$ cat src/rtl/peri_dbus_arbiter_pkg.sv
// Shared types for the peripheral data-bus arbiter: bus structs, FSM state
// encoding, timeout completion data and per-master index width.
`ifndef PERI_ARB_IDX_W
`define PERI_ARB_IDX_W 2
`endif

package peri_arb_pkg;

  typedef struct packed {
    logic [31:0] addr;
    logic [31:0] w_data;
    logic        w_en;
    logic        req;
  } type_dbus2peri_s;

  typedef struct packed {
    logic [31:0] r_data;
    logic        ack;
  } type_peri2dbus_s;

  typedef enum logic {
    ARB_IDLE = 1'b0,
    ARB_BUSY = 1'b1
  } type_arb_state_e;

  localparam logic [31:0] ARB_TIMEOUT_RDATA = 32'hDEAD_BEEF;

  // Wide enough for up to four masters.
  localparam int ARB_IDX_W = `PERI_ARB_IDX_W;

endpackage

$ cat src/rtl/peri_dbus_arbiter_rr_pick.sv
// Combinational round-robin selector: first requester found searching upward
// from last_gnt+1 (modulo NUM_MASTERS) wins.
module rr_pick
  import peri_arb_pkg::*;
#(
  parameter int NUM_MASTERS = 2
) (
  input  logic [NUM_MASTERS-1:0] req,
  input  logic [ARB_IDX_W-1:0]   last_gnt,
  output logic [NUM_MASTERS-1:0] gnt,
  output logic                   valid
);

  // Priority rotates so the most recently served master is searched last.
  always_comb begin
    gnt   = '0;
    valid = 1'b0;
    for (int off = 1; off <= NUM_MASTERS; off++) begin
      for (int k = 0; k < NUM_MASTERS; k++) begin
        if (!valid && req[k] && (((int'(last_gnt) + off) % NUM_MASTERS) == k)) begin
          gnt[k] = 1'b1;
          valid  = 1'b1;
        end else begin
          gnt[k] = gnt[k];
        end
      end
    end
  end

endmodule

$ cat src/rtl/peri_dbus_arbiter.sv
// Round-robin arbiter sharing the peripheral data bus between NUM_MASTERS masters.
// Optional BUSY watchdog with error completion enabled by PERI_ARB_TIMEOUT_EN.
module peri_dbus_arbiter
  import peri_arb_pkg::*;
#(
  parameter int NUM_MASTERS    = 2
`ifdef PERI_ARB_TIMEOUT_EN
  , parameter int TIMEOUT_CYCLES = 16
`endif
) (
  input  logic                   clk,
  input  logic                   rst,
  input  type_dbus2peri_s        m_dbus_i [NUM_MASTERS],
  output type_peri2dbus_s        m_dbus_o [NUM_MASTERS],
  output type_dbus2peri_s        dbus2peri_o,
  input  type_peri2dbus_s        peri2dbus_i,
  output logic [NUM_MASTERS-1:0] gnt_o,
  output logic                   busy_o
`ifdef PERI_ARB_TIMEOUT_EN
  , output logic                 timeout_o
`endif
);

  type_arb_state_e        state, state_next;
  logic [NUM_MASTERS-1:0] gnt_ff, gnt_next;
  logic [ARB_IDX_W-1:0]   last_gnt, last_gnt_next;
  logic [NUM_MASTERS-1:0] req_vec;
  logic [NUM_MASTERS-1:0] pick_gnt;
  logic                   pick_valid;
  type_dbus2peri_s        sel_req;
  logic [ARB_IDX_W-1:0]   sel_idx;
  type_peri2dbus_s        resp;
  logic                   tmo_hit;

  // Gather request bits and mux the granted master's request.
  always_comb begin
    req_vec = '0;
    sel_req = '0;
    sel_idx = '0;
    for (int k = 0; k < NUM_MASTERS; k++) begin
      req_vec[k] = m_dbus_i[k].req;
      sel_req    = gnt_ff[k] ? m_dbus_i[k] : sel_req;
      sel_idx    = gnt_ff[k] ? ARB_IDX_W'(k) : sel_idx;
    end
  end

  rr_pick #(
    .NUM_MASTERS(NUM_MASTERS)
  ) u_rr_pick (
    .req     (req_vec),
    .last_gnt(last_gnt),
    .gnt     (pick_gnt),
    .valid   (pick_valid)
  );

`ifdef PERI_ARB_TIMEOUT_EN
  logic [7:0] tmo_cnt;
  logic       tmo_ff;

  // Watchdog fires only when no ack and no abort compete in the same cycle.
  always_comb begin
    tmo_hit = (state == ARB_BUSY) && sel_req.req && !peri2dbus_i.ack &&
              (tmo_cnt == 8'(TIMEOUT_CYCLES - 1));
  end

  // BUSY cycle counter and sticky timeout flag.
  always_ff @(posedge clk) begin
    if (rst) begin
      tmo_cnt <= 8'd0;
      tmo_ff  <= 1'b0;
    end else begin
      if ((state == ARB_BUSY) && !peri2dbus_i.ack) begin
        tmo_cnt <= tmo_cnt + 8'd1;
      end else begin
        tmo_cnt <= 8'd0;
      end
      if (tmo_hit) begin
        tmo_ff <= 1'b1;
      end else begin
        tmo_ff <= tmo_ff;
      end
    end
  end

  assign timeout_o = tmo_ff;
`else
  // Without the watchdog BUSY waits indefinitely for ack.
  always_comb begin
    tmo_hit = 1'b0;
  end
`endif

  // Next-state logic and the combinational request/response routing.
  always_comb begin
    state_next    = state;
    gnt_next      = gnt_ff;
    last_gnt_next = last_gnt;
    dbus2peri_o   = '0;
    resp          = '0;
    for (int k = 0; k < NUM_MASTERS; k++) begin
      m_dbus_o[k] = '0;
    end
    case (state)
      ARB_IDLE: begin
        if (pick_valid) begin
          gnt_next   = pick_gnt;
          state_next = ARB_BUSY;
        end else begin
          gnt_next   = '0;
          state_next = ARB_IDLE;
        end
      end
      ARB_BUSY: begin
        dbus2peri_o = sel_req;
        if (tmo_hit) begin
          resp.r_data = ARB_TIMEOUT_RDATA;
          resp.ack    = 1'b1;
        end else begin
          resp = peri2dbus_i;
        end
        for (int k = 0; k < NUM_MASTERS; k++) begin
          m_dbus_o[k] = gnt_ff[k] ? resp : '0;
        end
        // Ack, abort (req dropped) and timeout all close the grant.
        if (peri2dbus_i.ack || !sel_req.req || tmo_hit) begin
          state_next    = ARB_IDLE;
          gnt_next      = '0;
          last_gnt_next = sel_idx;
        end else begin
          state_next = ARB_BUSY;
        end
      end
      default: begin
        state_next = ARB_IDLE;
        gnt_next   = '0;
      end
    endcase
  end

  // State, grant and round-robin pointer registers.
  always_ff @(posedge clk) begin
    if (rst) begin
      state    <= ARB_IDLE;
      gnt_ff   <= '0;
      last_gnt <= ARB_IDX_W'(NUM_MASTERS - 1);
    end else begin
      state    <= state_next;
      gnt_ff   <= gnt_next;
      last_gnt <= last_gnt_next;
    end
  end

  assign gnt_o  = gnt_ff;
  assign busy_o = (state == ARB_BUSY);

endmodule

$ cat config.mk
export PLATFORM = sky130hd
export DESIGN_NAME = peri_dbus_arbiter
export DESIGN_NICKNAME = d
export VERILOG_FILES = /design/src/rtl/peri_dbus_arbiter_pkg.sv /design/src/rtl/peri_dbus_arbiter_rr_pick.sv /design/src/rtl/peri_dbus_arbiter.sv
export SDC_FILE = /design/constraint.sdc
export NUM_CORES = 1
export LEC_CHECK = 0
export BUFFER_PORTS_ARGS = -buffer_cell sky130_fd_sc_hd__buf_2
export CORE_AREA = 2 2 118 120
export DETAILED_ROUTE_END_ITERATION = 16
export DIE_AREA = 0 0 120 122
export GPL_TIMING_DRIVEN = 0
export PLACE_DENSITY_LB_ADDON = 0.05
export SLEW_MARGIN = 0
export SYNTH_ARGS = -nofsm -noshare
export SYNTH_HDL_FRONTEND = slang
export SYNTH_SLANG_ARGS = --single-unit
$ cat constraint.sdc
create_clock -name clk -period 1.9 [get_ports clk]
set_input_delay 0.38 -clock clk [delete_from_list [all_inputs] [get_ports clk]]
set_output_delay 0.38 -clock clk [all_outputs]
set_load 0.02 [all_outputs]
==> results of run 1 <==
==> critical path: cells and delay by family, from the launching register on <==
family | cells | cell delay (ps)
buffers and inverters | 3 | 420
and+or+nand+nor | 2 | 360
DFF | 1 | 330
AOI/OAI and AO/OA | 1 | 190
==> worst paths after layout <==
check,startpoint,endpoint,slack (ps),depth (start not counted)
hold / removal,rst,busy_o$_SDFF_PP0_,370,2
setup / recovery,gnt_o[1]$_SDFFE_PP0P_,dbus2peri_o[9],-10,6
hold reg to reg,last_gnt[0]$_SDFFE_PP1P_,gnt_o[1]$_SDFFE_PP0P_,530,1
setup reg to reg,gnt_o[1]$_SDFFE_PP0P_,gnt_o[0]$_SDFFE_PP0P_,770,4
==> layout make-up <==
class | instances | area [µm²]
tap | 180 | 225
multi-input combinational | 152 | 1120
timing repair buffer | 308 | 1840
inverter | 2 | 7.51
sequential | 4 | 88.8
clock buffer | 3 | 75.1
buffer | 28 | 216
fill | 1516 | 9940
==> cell usage in the layout (no fill, tap or decap) <==
| cell | Yosys | layout |
|---|---|---|
| clkbuf_4 | 0 | 2 |
| dfxtp_2 | 0 | 1 |
| inv_1 | 1 | 1 |
| nand3_1 | 1 | 1 |
| buf_8 | 1 | 3 |
| and2_4 | 1 | 1 |
| inv_2 | 1 | 1 |
| dfxtp_1 | 4 | 1 |
| and2_1 | 1 | 1 |
| clkbuf_1 | 10 | 4 |
| o32a_1 | 1 | 1 |
| a41oi_1 | 1 | 1 |
| nor2_1 | 4 | 4 |
| clkbuf_16 | 0 | 4 |
| dfxtp_4 | 0 | 2 |
| nor2b_1 | 2 | 2 |
| and2b_4 | 1 | 1 |
| nand2_1 | 1 | 1 |
| buf_12 | 0 | 1 |
| a31oi_1 | 1 | 1 |
| and3_1 | 65 | 65 |
| buf_6 | 5 | 45 |
| a22o_1 | 65 | 65 |
| mux2i_1 | 1 | 1 |
| nand2b_1 | 2 | 2 |
| a22oi_1 | 1 | 1 |
| buf_4 | 1 | 11 |
| a311oi_1 | 1 | 1 |
| clkbuf_2 | 0 | 5 |
| a21oi_1 | 1 | 1 |
| o21ai_1 | 2 | 2 |
| buf_2 | 11 | 264 |
==> cells by family after synthesis <==
group	after synthesis
flops	4
compound gates	73
mux	1
buf+inv	30
simple gates	78
==> sequential cells by signal, summed over array words and instances (netlist names) <==
register and cells:
busy_o 1, gnt_o 2, last_gnt 1
==> timing repair <==
item                                    in CTS  in global routing
gates cloned                                 0                  1
resized for setup                           91                 19
endpoints found under the setup margin     130                 93
pin swaps                                    4                  1
setup buffers                                5                  1
==> power by group <==
part | leakage [nW] | internal, mW | total, mW | switching (mW)
Sequential | 0.0347 | 0.0914 | 0.101 | 0.00926
Combinational | 2.26 | 0.308 | 0.621 | 0.313
Clock | 0.0370 | 0.269 | 0.324 | 0.0554
Total | 2.33 | 0.668 | 1.05 | 0.377
==> metal layers <==
layer / global-route usage / up-vias / share of wire
met5: 0 / - / 0
met1: 0.119 / 1245 / 0.34
li1: - / 1370 / -
met2: 0.240 / 180 / 0.55
met4: 0.0206 / 0 / 0.0085
met3: 0.0262 / 8 / 0.10
==> through the flow <==
stage,instance area [µm²],setup slack (ps),total power [mW],hold WS (ps),utilization
after global routing,3570,-58.4,1.11,374,0.264
after CTS,3490,-42.8,1.04,375,0.258
final,3570,-10.2,1.05,374,0.264
after detailed placement,3110,-77.1,0.661,508,0.230
after global placement,3110,-76.8,0.662,527,0.230
after floorplan,1380,179,0.361,449,-
==> impl_metrics.json, run 1 <==
{
  "synthAdderAreaFrac": 0,
  "relSlewSlack": 0.760,
  "worst_pin_slew_ps": 359,
  "numCtsBuffers": 3,
  "seq_area_frac_synth": 0.0582,
  "row_count": 43,
  "wl_per_cell_um": 14.8,
  "vias_per_cell": 4.14,
  "required_ps": 1520,
  "dp_hpwl_um": 8390,
  "grt-ovfl-total": 0,
  "clockRootBuffer": "clkbuf_16",
  "synth-simple-area-share": 0.349,
  "crit_chain": "and2b_4 > and2_4 > buf_12 > buf_8 > a22o_1 > buf_2",
  "worst_slack_ps": -10.2,
  "stdcell_count": 677,
  "diodes": 0,
  "violations": "setup timing",
  "synth_compound_area_frac": 0.455,
  "fin_crit_sh": 1.01,
  "antenna_found_initial": 0,
  "drc_errors": 0,
  "cts_sinks": 4,
  "rsz0062_at_grt": "yes",
  "cts_tree": "done",
  "synth_area_leaders": "a22o_1 41%, and3_1 30%, dfxtp_1 5.8%, buf_6 4.1%, buf_2 4.0%",
  "syn_inst": 186,
  "yosysTopAreaCell": "a22o_1",
  "routabilityCongestion": 0.713,
  "synth_top_flop_cell": "dfxtp_1",
  "peakVddDrop_v": 0.000166,
  "clk_pin_slew_worst_paths_ps": 30,
  "grt_pass1_wl_um": 13800,
  "critPathMaxFanout": 9,
  "min_period_ps": 1910,
  "max_stage_delay_ps": 330,
  "yosysWarnings": 0,
  "io_pins": 302,
  "finalSetupTns_ps": -15.4,
  "fin_worst_skew_ps": 2.18,
  "grt_max_degree": 11,
  "grt_pass1_vias": 2675,
  "finalHoldViolations": 0,
  "nets": 666,
  "ys_ff_latch": 4,
  "powerDensity_nw_per_um2": 293,
  "crit_slowest_cell": "dfxtp_2",
  "dr.pass1.iters": 4,
  "clock_path_buffers": 2,
  "crit_path_end_kind": "output pin",
  "synthXorXnorAreaFrac": 0,
  "p_leak_nw": 2.33,
  "wirelength_um": 10000,
  "hp-class": "input port to flop",
  "place.port_buffers": 301,
  "async_flop_share": 0,
  "die_area_um2": 14600,
  "fmax_mhz": 523,
  "synthMuxAreaShare": 0.00728,
  "synth_cell_types": 26,
  "finalSetupViolations": 3,
  "dieHeight_um": 122,
  "cts_hold_buf": 0,
  "h-tree-depth": 1,
  "coreArea_um2": 13500,
  "vias": 2803,
  "final_layout_size_suffix_gt1_frac": 0.686,
  "outcome": "finished with violations",
  "placed_cells": 667,
  "drv_cap": 0,
  "netlist_area_um2": 1380,
  "die_x_um": 120,
  "synth_fp_nets": 353,
  "synth_edf_count": 0,
  "initial_core_util": 0.102,
  "synth_commonest_cells": "65 x a22o_1, 65 x and3_1, 11 x buf_2",
  "startpoint_type": "flop",
  "crit_type": "flop to output pin",
  "grt_use_total": 0.117,
  "ant_nets": 0,
  "netlist.area_leader.share": 0.414,
  "clk_latency_ps": 220,
  "area_delta_synth_final_pct": 160,
  "drv_slew": 0,
  "syn_area_per_cell_um2": 7.39,
  "drt-initial-drc-count": 60,
  "cp.arrival_ps": 1530,
  "synth_top_family_by_area": "compound AO/OA/AOI/OAI gates"
}
Power figures use the tool's default switching activity.
==> run 2, diff against run 1 <==
--- a/config.mk
+++ b/config.mk
@@ -6,9 +6,9 @@
 export NUM_CORES = 1
 export LEC_CHECK = 0
 export BUFFER_PORTS_ARGS = -buffer_cell sky130_fd_sc_hd__buf_2
-export CORE_AREA = 2 2 118 120
+export CORE_AREA = 2 2 117 119
 export DETAILED_ROUTE_END_ITERATION = 16
-export DIE_AREA = 0 0 120 122
+export DIE_AREA = 0 0 119 121
 export GPL_TIMING_DRIVEN = 0
 export PLACE_DENSITY_LB_ADDON = 0.05
 export SLEW_MARGIN = 0
==> constraint.sdc (replaced) <==
create_clock -name clk -period 2.3 [get_ports clk]
set_input_delay 0.46 -clock clk [delete_from_list [all_inputs] [get_ports clk]]
set_output_delay 0.46 -clock clk [all_outputs]
set_load 0.02 [all_outputs]
==> impl_metrics.json, run 2 (synthesized netlist as in run 1, its figures left out) <==
{
  "die_area_um2": 14400,
  "placed_cells": 663,
  "fill_cells": 1503,
  "placed_cell_area_um2": 3100,
  "clock_path_buffers": 2,
  "powerDensity_nw_per_um2": 255,
  "worst_pin_slew_ps": 427,
  "p_comb_frac": 0.557,
  "peakVddDrop_v": 0.000157,
  "largest_reg_flops": 2,
  "p_leak_nw": 2.23,
  "drc_errors": 0,
  "stdcell_count": 666,
  "fmax_mhz": 484,
  "die_x_um": 119,
  "clk_latency_ps": 230,
  "vias_per_cell": 4.18,
  "hp-class": "input port to flop",
  "dieHeight_um": 121,
  "required_ps": 1840,
  "multi_input_area_um2": 1120,
  "coreArea_um2": 13100,
  "grt_pass1_wl_um": 13700,
  "dp_hpwl_um": 8300,
  "routabilityCongestion": 0.732,
  "clk_pin_slew_worst_paths_ps": 30,
  "clkPwrFrac": 0.335,
  "fin_worst_skew_ps": 1.96,
  "cp.arrival_ps": 1610,
  "grt_use_total": 0.119,
  "crit_path_end_kind": "output pin",
  "final_cell_area_um2": 3180,
  "vias": 2784,
  "initial_core_util": 0.105,
  "post-cts-setup-buffers": 0,
  "cts_sinks": 4,
  "diodes": 0,
  "fin_crit_sh": 0.898,
  "min_period_ps": 2070,
  "drv_cap": 0,
  "p_seq_frac": 0.108,
  "critPathMaxFanout": 10,
  "relSlewSlack": 0.716,
  "io_pins": 302,
  "h-tree-depth": 1,
  "outcome": "complete, no violations",
  "rsz0062_at_grt": "no",
  "netSwitchingPower_mw": 0.303,
  "final_layout_size_suffix_gt1_frac": 0.669,
  "utilization": 0.243,
  "power.internal_mw": 0.509,
  "final_common_cell": "buf_2",
  "clockRootBuffer": "clkbuf_16",
  "grt_pass1_vias": 2704,
  "area_delta_synth_final_pct": 131,
  "grt_max_degree": 11,
  "switching_share": 0.373,
  "regArea_um2": 82.6,
  "dr.pass1.iters": 4,
  "final_cell_mix": "312 x buf_2, 65 x a22o_1, 65 x and3_1, 9 x clkbuf_1, 5 x buf_6",
  "wl_per_cell_um": 14.3,
  "row_count": 42,
  "finalSetupViolations": 0,
  "antenna_found_initial": 0,
  "ant_nets": 0,
  "drv_slew": 0,
  "place.port_buffers": 301,
  "grt-ovfl-total": 0,
  "numCtsBuffers": 3,
  "finalSetupTns_ps": 0,
  "finalHoldViolations": 0,
  "cts_tree": "done",
  "crit_type": "flop to output pin",
  "drt-initial-drc-count": 67,
  "wirelength_um": 9510,
  "nets": 659,
  "startpoint_type": "flop"
}
[run 2: cell count changes in the layout (fill, tap and decap cells not counted), moves of 2 or more]
cell      previous run  this run
buf_4               11         1
buf_8                3         1
buf_2              264       312
dfxtp_4              2         0
clkbuf_1             4         9
buf_6               45         5
clkbuf_4             2         0
clkbuf_2             5         1
[run 2: what timing repair did]
item,4_1_cts,5_1_grt
resized for setup,1,2
endpoints found under the setup margin,12,60
gates cloned,0,0
hold buffers,0,0
[run 2: stage by stage]
stage	hold slack [ps]	power, mW	setup slack (ps)
final	448	0.812	234
after global routing	462	0.866	89.3
after CTS	456	0.823	18.2
after detailed placement	527	0.544	216
after global placement	542	0.545	270
after floorplan	468	0.298	499
[run 2: worst max-delay path, stage by stage (launching register included)]
cell     delay, ps
dfxtp_2        440
and2_1         180
buf_4          180
buf_2          230
a22o_1         180
buf_2          160
[run 2: layer usage]
metal / vias up / routed length, µm / global-route usage
met4: 0 / 48 / 0.0179
met1: 1242 / 3100 / 0.106
li1: 1362 / - / -
met5: - / 0 / 0
met3: 5 / 937 / 0.0296
met2: 175 / 5420 / 0.262
[run 2: worst paths after layout]
kind | slack (ps) | depth (start not counted) | end | start
worst max-delay path | 230 | 5 | dbus2peri_o[28] | busy_o$_SDFF_PP0_
worst max register to register | 1110 | 4 | gnt_o[0]$_SDFFE_PP0P_ | gnt_o[1]$_SDFFE_PP0P_
worst min-delay path | 450 | 2 | gnt_o[0]$_SDFFE_PP0P_ | rst
worst min register to register | 530 | 1 | gnt_o[1]$_SDFFE_PP0P_ | last_gnt[0]$_SDFFE_PP1P_
[run 2: power by group through the flow]
| stage | Combinational, mW | Clock [mW] | Sequential [mW] |
|---|---|---|---|
| floorplan | 0.211 | 0 | 0.0875 |
| global placement | 0.456 | 0 | 0.0889 |
| detailed placement | 0.455 | 0 | 0.0895 |
| CTS | 0.456 | 0.278 | 0.0885 |
| global route | 0.492 | 0.283 | 0.0903 |
| finish | 0.452 | 0.272 | 0.0877 |
[run 2: cell type report]
class	count	area share
inverter	2	0.00236
clock buffer	3	0.0236
multi-input combinational	152	0.351
timing repair buffer	301	0.474
sequential	4	0.0260
buffer	28	0.0543
tap	176	0.0692
==> run 3, diff against run 2 <==
--- a/config.mk
+++ b/config.mk
@@ -6,9 +6,10 @@
 export NUM_CORES = 1
 export LEC_CHECK = 0
 export BUFFER_PORTS_ARGS = -buffer_cell sky130_fd_sc_hd__buf_2
-export CORE_AREA = 2 2 117 119
+export CORE_AREA = 2 2 116 118
+export CTS_BUF_LIST = sky130_fd_sc_hd__clkbuf_8
 export DETAILED_ROUTE_END_ITERATION = 16
-export DIE_AREA = 0 0 119 121
+export DIE_AREA = 0 0 118 120
 export GPL_TIMING_DRIVEN = 0
 export PLACE_DENSITY_LB_ADDON = 0.05
 export SLEW_MARGIN = 0
==> constraint.sdc (replaced) <==
create_clock -name clk -period 1.7 [get_ports clk]
set_input_delay 0.34 -clock clk [delete_from_list [all_inputs] [get_ports clk]]
set_output_delay 0.34 -clock clk [all_outputs]
set_load 0.02 [all_outputs]
==> impl_metrics.json, run 3 (synthesized netlist as in run 1, its figures left out) <==
{
  "dp_hpwl_um": 8860,
  "worst_r2r_endpoint": "gnt_o[0]$_SDFFE_PP0P_",
  "switching_share": 0.393,
  "row_count": 42,
  "area_delta_synth_final_pct": 172,
  "grt-ovfl-total": 0,
  "io_pins": 302,
  "nets": 670,
  "cts_tree": "done",
  "fin_worst_skew_ps": 1.90,
  "grt_pass1_vias": 2755,
  "hp-class": "input port to flop",
  "finalSetupViolations": 64,
  "netSwitchingPower_mw": 0.412,
  "regToRegStartpoint": "gnt_o[0]$_SDFFE_PP0P_",
  "crit_slowest_cell": "dfxtp_2",
  "die_x_um": 118,
  "numCtsBuffers": 3,
  "hold_path_end": "gnt_o[0]$_SDFFE_PP0P_",
  "h-tree-depth": 1,
  "hold_path_depth": 2,
  "finalSetupTns_ps": -7350,
  "finalHoldViolations": 0,
  "grt_pass1_wl_um": 14900,
  "min_from": "rst",
  "clock_path_buffers": 2,
  "final_common_cell": "buf_2",
  "wl_per_cell_um": 15.5,
  "dieHeight_um": 120,
  "peakVddDrop_v": 0.000205,
  "required_ps": 1360,
  "clockRootBuffer": "clkbuf_8",
  "placed_cell_area_um2": 3100,
  "rsz0062_at_grt": "yes",
  "clk_latency_ps": 220,
  "relSlewSlack": 0.798,
  "clkPwrFrac": 0.188,
  "p_seq_frac": 0.108,
  "crit_chain": "and2b_4 > and2_4 > buf_12 > buf_8 > a22o_1 > buf_6",
  "worst-r2r-cell-count": 4,
  "vias": 2838,
  "clk_pin_slew_worst_paths_ps": 30,
  "utilization": 0.289,
  "stdcell_count": 679,
  "cts_sinks": 4,
  "post-place-ws_ps": -237,
  "crit_path_end_kind": "output pin",
  "die_area_um2": 14200,
  "final_layout_size_suffix_gt1_frac": 0.697,
  "max_stage_delay_ps": 320,
  "grt_max_degree": 13,
  "initial_core_util": 0.106,
  "dr.pass1.iters": 6,
  "fmax_mhz": 544,
  "holdWs_ps": 330,
  "drv_cap": 0,
  "final_cell_mix": "236 x buf_2, 67 x buf_6, 65 x a22o_1, 65 x and3_1, 23 x buf_4",
  "critPathMaxFanout": 10,
  "p_comb_frac": 0.705,
  "drv_slew": 0,
  "vias_per_cell": 4.18,
  "fin_crit_sh": 1.08,
  "antenna_found_initial": 2,
  "worst_pin_slew_ps": 303,
  "largest_reg_flops": 2,
  "placed_cells": 663,
  "cp.arrival_ps": 1500,
  "reg2reg_setup_slack_ps": 620,
  "ant_nets": 0,
  "p_leak_nw": 2.37,
  "coreArea_um2": 13000,
  "min_period_ps": 1840,
  "startpoint_type": "flop",
  "grt_use_total": 0.132,
  "place.port_buffers": 301,
  "power_mw": 1.05,
  "power.internal_mw": 0.637,
  "outcome": "finished with violations",
  "powerDensity_nw_per_um2": 280,
  "crit_type": "flop to output pin",
  "routabilityCongestion": 0.792,
  "wirelength_um": 10500,
  "final_cell_area_um2": 3740,
  "violations": "setup timing",
  "drt-initial-drc-count": 80,
  "drc_errors": 0,
  "worst_slack_ps": -138
}
-- run 3: cell count changes in the layout (fill, tap and decap cells not counted), moves of 2 or more --
cell / change
buf_2: -76
buf_6: +62
buf_4: +22
clkbuf_1: -8
clkbuf_4: +4
clkbuf_8: +4
clkbuf_16: -3
buf_8: +2
clkbuf_2: +2
dfxtp_4: +2
diode_2: +2
-- run 3: how the worst max path moves through the flow --
stage                            to  slack [ps]             startpoint
finish              dbus2peri_o[52]        -140  gnt_o[1]$_SDFFE_PP0P_
CTS                 dbus2peri_o[47]        -160  gnt_o[1]$_SDFFE_PP0P_
global placement     dbus2peri_o[9]        -230      busy_o$_SDFF_PP0_
detailed placement   dbus2peri_o[9]        -240      busy_o$_SDFF_PP0_
global route        dbus2peri_o[52]        -200  gnt_o[1]$_SDFFE_PP0P_
floorplan           dbus2peri_o[10]          20  gnt_o[0]$_SDFFE_PP0P_
-- run 3: final cells by class --
| cell class | count | area, µm² |
|---|---|---|
| Antenna cell | 2 | 5.00 |
| Sequential cell | 4 | 88.8 |
| Multi-Input combinational cell | 152 | 1120 |
| Inverter | 2 | 7.51 |
| Timing Repair Buffer | 313 | 2000 |
| Clock buffer | 3 | 41.3 |
| Buffer | 27 | 268 |
| Fill cell | 1483 | 9240 |
| Tap cell | 176 | 220 |
-- run 3: what timing repair did --
| action | 4_1_cts | 5_1_grt |
|---|---|---|
| setup endpoints to repair | 131 | 117 |
| buffers inserted | 5 | 6 |
| pin swaps | 1 | 5 |
| hold buffers | 0 | 0 |
| resized for setup | 79 | 98 |
| gates cloned | 2 | 1 |
-- run 3: layer usage --
metal | GRT usage | wire, µm | up-vias
met1 | 0.134 | 3740 | 1281
li1 | - | - | 1383
met4 | 0.0196 | 7 | 0
met2 | 0.274 | 5930 | 172
met3 | 0.0304 | 841 | 2
met5 | 0 | 0 | -
-- run 3: critical path, delay by kind of cell, from the launching register on --
kind / cells / cell delay (ps)
buffers and inverters: 3 / 400
DFF: 1 / 320
and+or+nand+nor: 2 / 350
AOI/OAI and AO/OA: 1 / 200
-- run 3: power groups by stage --
stage	logic, mW	clock network [mW]	registers, mW
after floorplan	0.285	0	0.118
after CTS	0.689	0.203	0.115
after detailed placement	0.620	0	0.120
after global placement	0.622	0	0.120
final	0.739	0.197	0.113
after global routing	0.797	0.216	0.115
